File: src/rtl/mem_stage_pkg.sv
// Shared encodings for the MEM-stage load/store unit: memory ops, FSM states
// and the write-back "no-op" constants.
package mem_stage_pkg;

  localparam logic [3:0] MEM_OP_NONE = 4'd0;
  localparam logic [3:0] MEM_OP_LB   = 4'd1;
  localparam logic [3:0] MEM_OP_LBU  = 4'd2;
  localparam logic [3:0] MEM_OP_LH   = 4'd3;
  localparam logic [3:0] MEM_OP_LHU  = 4'd4;
  localparam logic [3:0] MEM_OP_LW   = 4'd5;
  localparam logic [3:0] MEM_OP_SB   = 4'd6;
  localparam logic [3:0] MEM_OP_SH   = 4'd7;
  localparam logic [3:0] MEM_OP_SW   = 4'd8;

  localparam logic [1:0] ST_IDLE = 2'd0;
  localparam logic [1:0] ST_REQ  = 2'd1;
  localparam logic [1:0] ST_WAIT = 2'd2;
  localparam logic [1:0] ST_DONE = 2'd3;

  localparam logic [31:0] ZeroWord   = 32'h0000_0000;
  localparam logic [4:0]  NOPRegAddr = 5'd0;

  function automatic logic op_is_load(input logic [3:0] op);
    return (op >= MEM_OP_LB) && (op <= MEM_OP_LW);
  endfunction

  function automatic logic op_is_store(input logic [3:0] op);
    return (op >= MEM_OP_SB) && (op <= MEM_OP_SW);
  endfunction

endpackage

File: src/rtl/mem_load_align.sv
// Picks the addressed byte/half/word out of a loaded bus word and
// sign- or zero-extends it to a 32-bit write-back value.
module mem_load_align
  import mem_stage_pkg::*;
(
  input  logic [3:0]  op,
  input  logic [1:0]  addr_lo,
  input  logic [31:0] rdata,
  output logic [31:0] wb_data
);

  logic [7:0]  byte_sel;
  logic [15:0] half_sel;

  assign byte_sel = rdata[{addr_lo, 3'b000} +: 8];
  assign half_sel = addr_lo[1] ? rdata[31:16] : rdata[15:0];

  always_comb begin
    case (op)
      MEM_OP_LB:  wb_data = {{24{byte_sel[7]}}, byte_sel};
      MEM_OP_LBU: wb_data = {24'h000000, byte_sel};
      MEM_OP_LH:  wb_data = {{16{half_sel[15]}}, half_sel};
      MEM_OP_LHU: wb_data = {16'h0000, half_sel};
      MEM_OP_LW:  wb_data = rdata;
      default:    wb_data = ZeroWord;
    endcase
  end

endmodule

File: src/rtl/mem_stage_lsu.sv
// MEM-stage load/store unit: req/gnt/rvalid bus master that stalls the pipe per access.
// Optional MISALIGN_EXC_EN adds misalign_exc and suppresses misaligned half/word accesses.
module mem_stage_lsu
  import mem_stage_pkg::*;
#(
  parameter int BUS_AW      = 32,
  parameter int ACC_TIMEOUT = 255
) (
  input  logic              clk,
  input  logic              resetn,
  input  logic [4:0]        mem_wd,
  input  logic              mem_wreg,
  input  logic [31:0]       mem_wdata,
  input  logic [3:0]        mem_op,
  input  logic [31:0]       mem_addr,
  input  logic [31:0]       mem_sdata,
  output logic              bus_req,
  output logic              bus_we,
  output logic [BUS_AW-1:0] bus_addr,
  output logic [3:0]        bus_be,
  output logic [31:0]       bus_wdata,
  input  logic              bus_gnt,
  input  logic              bus_rvalid,
  input  logic [31:0]       bus_rdata,
`ifdef MISALIGN_EXC_EN
  output logic              misalign_exc,
`endif
  output logic              stall_req,
  output logic [4:0]        wb_wd,
  output logic              wb_wreg,
  output logic [31:0]       wb_wdata
);

  logic [1:0]  state_reg, state_next;
  logic [7:0]  tmo_reg, tmo_next;
  logic [31:0] rdata_reg, rdata_next;
  logic        abort_reg, abort_next;

  logic        is_ld, is_st, is_acc, misaligned, tmo_hit;
  logic [3:0]  be_w;
  logic [31:0] sdata_w;
  logic [31:0] load_data;

  assign is_ld   = op_is_load(mem_op);
  assign is_st   = op_is_store(mem_op);
  assign is_acc  = (mem_op != MEM_OP_NONE) && (is_ld || is_st);
  assign tmo_hit = (tmo_reg == 8'(ACC_TIMEOUT));

`ifdef MISALIGN_EXC_EN
  assign misaligned = (((mem_op == MEM_OP_LH) || (mem_op == MEM_OP_LHU) || (mem_op == MEM_OP_SH))
                        && mem_addr[0])
                   || (((mem_op == MEM_OP_LW) || (mem_op == MEM_OP_SW)) && (mem_addr[1:0] != 2'b00));
  assign misalign_exc = resetn && (state_reg == ST_IDLE) && misaligned;
`else
  assign misaligned = 1'b0;
`endif

  always_comb begin
    case (mem_op)
      MEM_OP_SB: be_w = 4'b0001 << mem_addr[1:0];
      MEM_OP_SH: be_w = mem_addr[1] ? 4'b1100 : 4'b0011;
      MEM_OP_SW: be_w = 4'b1111;
      default:   be_w = 4'b0000;
    endcase
  end

  // Replicate the store operand so every enabled lane carries the right byte.
  for (genvar gi = 0; gi < 4; gi++) begin : g_lane
    assign sdata_w[8*gi +: 8] = (mem_op == MEM_OP_SB) ? mem_sdata[7:0] :
                                (mem_op == MEM_OP_SH) ? mem_sdata[8*(gi%2) +: 8] :
                                                        mem_sdata[8*gi +: 8];
  end

  mem_load_align u_align (
    .op      (mem_op),
    .addr_lo (mem_addr[1:0]),
    .rdata   (rdata_reg),
    .wb_data (load_data)
  );

  always_comb begin
    state_next = state_reg;
    rdata_next = rdata_reg;
    abort_next = abort_reg;
    case (state_reg)
      ST_IDLE: begin
        if (is_acc && !misaligned) begin
          state_next = ST_REQ;
          abort_next = 1'b0;
        end
      end
      ST_REQ: begin
        if (tmo_hit) begin
          state_next = ST_DONE;
          abort_next = 1'b1;
        end else if (bus_gnt) begin
          state_next = is_st ? ST_DONE : ST_WAIT;
        end
      end
      ST_WAIT: begin
        if (tmo_hit) begin
          state_next = ST_DONE;
          abort_next = 1'b1;
        end else if (bus_rvalid) begin
          rdata_next = bus_rdata;
          state_next = ST_DONE;
        end
      end
      default: state_next = ST_IDLE;
    endcase
    // The counter only measures time spent in the current REQ or WAIT visit.
    if (state_next != state_reg) begin
      tmo_next = 8'd0;
    end else if ((state_reg == ST_REQ) || (state_reg == ST_WAIT)) begin
      tmo_next = tmo_reg + 8'd1;
    end else begin
      tmo_next = 8'd0;
    end
  end

  always_ff @(posedge clk or negedge resetn) begin
    if (!resetn) begin
      state_reg <= ST_IDLE;
      tmo_reg   <= 8'd0;
      rdata_reg <= ZeroWord;
      abort_reg <= 1'b0;
    end else begin
      state_reg <= state_next;
      tmo_reg   <= tmo_next;
      rdata_reg <= rdata_next;
      abort_reg <= abort_next;
    end
  end

  // All outputs are gated by resetn so a reset mid-access clears them at once.
  always_comb begin
    bus_req   = 1'b0;
    bus_we    = 1'b0;
    bus_addr  = '0;
    bus_be    = 4'b0000;
    bus_wdata = ZeroWord;
    stall_req = 1'b0;
    wb_wd     = NOPRegAddr;
    wb_wreg   = 1'b0;
    wb_wdata  = ZeroWord;
    if (resetn) begin
      case (state_reg)
        ST_IDLE: begin
          if (!is_acc) begin
            wb_wd    = mem_wd;
            wb_wreg  = mem_wreg;
            wb_wdata = mem_wdata;
          end else if (misaligned) begin
            wb_wd = mem_wd;
          end else begin
            stall_req = 1'b1;
          end
        end
        ST_REQ: begin
          stall_req = 1'b1;
          bus_req   = !tmo_hit;
          bus_we    = is_st;
          bus_addr  = {mem_addr[BUS_AW-1:2], 2'b00};
          bus_be    = be_w;
          bus_wdata = sdata_w;
        end
        ST_WAIT: stall_req = 1'b1;
        default: begin
          wb_wd = mem_wd;
          if (is_ld && !abort_reg) begin
            wb_wreg  = mem_wreg;
            wb_wdata = load_data;
          end
        end
      endcase
    end
  end

endmodule

File: config.mk
export PLATFORM = sky130hd
export DESIGN_NAME = mem_stage_lsu
export DESIGN_NICKNAME = d
export VERILOG_FILES = /design/src/rtl/mem_stage_pkg.sv /design/src/rtl/mem_load_align.sv /design/src/rtl/mem_stage_lsu.sv
export SDC_FILE = /design/constraint.sdc
export NUM_CORES = 1
export LEC_CHECK = 0
export CORE_ASPECT_RATIO = 1.75
export CORE_UTILIZATION = 41
export CTS_CLUSTER_SIZE = 30
export DETAILED_ROUTE_END_ITERATION = 6
export GPL_ROUTABILITY_DRIVEN = 0
export PLACE_DENSITY_LB_ADDON = 0.2
export SLEW_MARGIN = 20
export SYNTH_ARGS = -nofsm -noshare
export SYNTH_HDL_FRONTEND = slang
export SYNTH_HIERARCHICAL = 1
export SYNTH_SLANG_ARGS = --single-unit
File: constraint.sdc
create_clock -name clk -period 4.1 [get_ports clk]
set_input_delay 0.615 -clock clk [delete_from_list [all_inputs] [get_ports clk]]
set_output_delay 0.615 -clock clk [all_outputs]
set_load 0.01 [all_outputs]
==> run summary, run 1 <==
The flow ran to the end, and the final reports show no timing, DRC or antenna violations. The cell total after placement is 835. The final max-slew violation count came out at 0. On the worst path, the slowest cell contributes a delay of 780 ps. For the worst setup path, the data required time is 3480 ps.

The effective utilization at floorplan came out at 42.59%. In this run, distinct cell masters in the synthesized netlist total 54. The clock-pin slew of the registers on the worst-case setup and hold paths came out at 70 ps. STA classifies the critical path startpoint as an input port. Detailed routing inserted a total of 4710 vias. Setup repair after global routing left no endpoint under its margin. The final-report hold violation count is 0. The number of synthesis warnings is 6. The count of buffers from port buffering is 248.

Summed over all layers, the routed wires come to 15060 um. The first-pass iteration count of the detailed router is 5. The number of antenna violations at the first check in global routing is 3. The standard cell core area is 0.009585 sq mm. The share of the synthesized area in the top cell type came out at 26.36%.

The share of final-layout standard cells stronger than drive strength 1 came out at 9.431%. The number of synthesized register bits came out at 43. The maximum number of pins on one net before global-route repair is 46. The worst slew margin relative to its limit is 34.38%. The later-pin clock latency in the skew report came out at 290 ps. The total negative slack for setup checks is 0 ps. The leakage power total is 2.937 nW. The tool flagged a number of max-cap violations equal to 0.

The post-synthesis sequential area ratio is 26.36%. The transition time of the tightest slew-check pin is 981.9 ps. The register with the most flip-flops in the layout has 32 of them. In the final routed layout, each cell accounts on average for 17.84 um. The netlist area before placement came out at 0.004083 sq mm.

The total of hold buffers inserted after clock tree synthesis is 0. The worst register-to-register path begins at state_reg[1]. Global routing consumed, over all layers together, 28.72% of the routing resources.

The worst clock skew came out at 5.760 ps. The start point of the critical path is mem_op[2]. The number of setup buffers added after CTS is 0. The detailed router finished its first iteration with 184 violations. The critical path goes through clkdlybuf4s50_1 -> nor3b_1 -> nor2_1 -> o311ai_0 -> mux2i_1 -> nor2_1 -> clkdlybuf4s50_1. The post-layout instance count excluding filler cells came out at 844. The critical path is of the in2out type. Counting every instance in the synthesized netlist gives 495. In the finished design, the share of the clock period the worst path needs comes to 94.78%. The die outline width came out at 77.43 um. The area after detailed placement came out at 0.006609 sq mm. The total number of placement rows came out at 47. The die height came out at 134.0 um.

The first-pass GRT wire length is 23380 um. The synthesized design contains 0 enable-type register cells. The worst register-to-register path ends at tmo_reg[6]. The number of top-level pins is 251. The total CTS buffers is 5. Timing would allow up to 257.3 MHz. The relative area change from synthesis to final layout came out at 66.07%. The die covers 0.01038 sq mm. The total DRC errors in the routed layout is 0. The clock period could shrink to 3886 ps. TritonCTS built the clock tree.

The total power per unit cell area is 419.8 mW/mm^2. Sorting the synthesized cells by area gives the leading types as sky130_fd_sc_hd__dfrtp_1, sky130_fd_sc_hd__mux2i_1, sky130_fd_sc_hd__mux2_2. The largest voltage drop on the vdd net is 299.7 uV. The master cell of the clock root buffer is sky130_fd_sc_hd__clkbuf_16. The slowest stage of the critical path belongs to the cell sky130_fd_sc_hd__clkdlybuf4s50_1. The post-synthesis async set-or-reset flop share is 100.0%. The most critical setup path has its endpoint at wb_wdata[13]. The number of setup violations in the final report is 0. The post-route cell area is 0.006780 sq mm.

The net count of the finished layout is 867. The deepest level of the CTS H-tree is 2. The via count of the first global-routing pass is 4583. The number of gates given a new drive strength after cts is 0. For flop-to-flop paths, the worst setup slack is 1520 ps. Clock tree synthesis found a total of 43 sinks.

The commonest cells after synthesis are sky130_fd_sc_hd__nand2_1, sky130_fd_sc_hd__nor2_1, sky130_fd_sc_hd__mux2i_1. Once detail routing completed, the nets flagged for antenna violations numbered 0. At the worst endpoint, the arrival time is 3270 ps.

The leading cell type by number of instances after synthesis is sky130_fd_sc_hd__nand2_1. The number of cells on the worst reg-to-reg path is 7. The path class of the tightest hold or removal check is in2async. The worst setup path is captured at an output pin. Summed over all nets, the half-perimeter wirelength after detailed placement is 11940 um. Among all flip-flop cells after synthesis, the most frequent one is sky130_fd_sc_hd__dfrtp_1.

The deepest clock path buffer count came out at 2. The average via count per standard cell is 5.581. The average cell area after synthesis came out at 8.248 sq um.

The most area-hungry cell type in the Yosys netlist is sky130_fd_sc_hd__dfrtp_1. The maximum fanout count along the critical path is 16. The total congestion overflow after global routing is 0.
cell families (layout without fill, tap and decap cells):
| kind of cell | Yosys count | count (layout) | synth area share (%) |
|---|---|---|---|
| simple gates | 210 | 210 | 24.82 |
| flops | 43 | 43 | 26.36 |
| mux | 88 | 88 | 23.17 |
| fa+ha+maj | 5 | 5 | 1.532 |
| buf+inv | 52 | 277 | 6.190 |
| compound gates | 89 | 89 | 16.34 |
| other cells | 1 | 3 | 0.09185 |
| xor+xnor | 7 | 7 | 1.502 |
power breakdown:
group          leakage [nW]  internal (mW)  switching, mW
clock                0.0838          0.288          0.179
sequential            0.530          0.602          0.218
combinational          2.32          0.827          0.732
per-layer routing:
layer	routed length, um	GRT usage, %	part of all wire [%]	vias to the layer above
li1	-	-	-	2221
met1	4900	26.35	33	2195
met2	8021	54.28	53	251
met3	1438	9.524	9.6	39
met4	666	15.62	4.4	4
met5	28	0	0.19	-
cell usage in the layout, fill, tap and decap left out, types with 12 or more instances in the layout:
cell                              count
sky130_fd_sc_hd__clkdlybuf4s50_1    247
sky130_fd_sc_hd__nand2_1             77
sky130_fd_sc_hd__nor2_1              56
sky130_fd_sc_hd__mux2i_1             54
sky130_fd_sc_hd__and3_1              43
sky130_fd_sc_hd__dfrtp_1             43
sky130_fd_sc_hd__mux2_2              32
sky130_fd_sc_hd__a21oi_1             24
sky130_fd_sc_hd__buf_4               13
sky130_fd_sc_hd__o21ai_0             12
worst max-delay path, delay by kind of cell:
family	cells	cell delay, ps
AO/OA/AOI/OAI	1	540
buffers and inverters	2	1320
multiplexers	1	150
AND/OR/NAND/NOR	3	640
stage by stage:
step | worst slack, ps | hold WS [ps] | power, mW | util, %
detailed placement | 261.1 | 482.7 | 2.373 | 68.95
finish | 214.1 | 384.3 | 2.846 | 70.73
global route | 54.05 | 409.5 | 3.011 | 70.73
floorplan | 1503 | 319.4 | 1.682 | -
global placement | 300.6 | 475.5 | 2.317 | 68.95
CTS | 240.8 | 387.1 | 2.851 | 70.71
how the worst min path moves through the flow:
stage / from / endpoint / slack (ps) / cells after the start
after CTS: resetn / abort_reg / 390 / 2
after global placement: abort_reg / abort_reg / 480 / 1
after floorplan: resetn / abort_reg / 320 / 0
final: resetn / state_reg[0] / 380 / 2
after global routing: resetn / state_reg[0] / 410 / 2
after detailed placement: abort_reg / abort_reg / 480 / 1
cell type report:
class	instances	area, sq um
diodes	1	2.502
clock buffers	5	125.1
clock inverters	3	43.79
fillers	767	2805
inverters	8	30.03
multi-input cells	401	2775
flip-flops and latches	43	1076
well taps	122	152.6
repair buffers	261	2575
No activity file was read; power rests on OpenSTA's default activity.
==> run 2, diff against run 1 <==
--- a/config.mk
+++ b/config.mk
@@ -11,7 +11,7 @@
 export DETAILED_ROUTE_END_ITERATION = 6
 export GPL_ROUTABILITY_DRIVEN = 0
 export PLACE_DENSITY_LB_ADDON = 0.2
-export SLEW_MARGIN = 20
+export SKIP_CTS_REPAIR_TIMING = 1
 export SYNTH_ARGS = -nofsm -noshare
 export SYNTH_HDL_FRONTEND = slang
 export SYNTH_HIERARCHICAL = 1
==> results of run 2 <==
The final DEF is identical to that of run 1; final timing and power are the same.
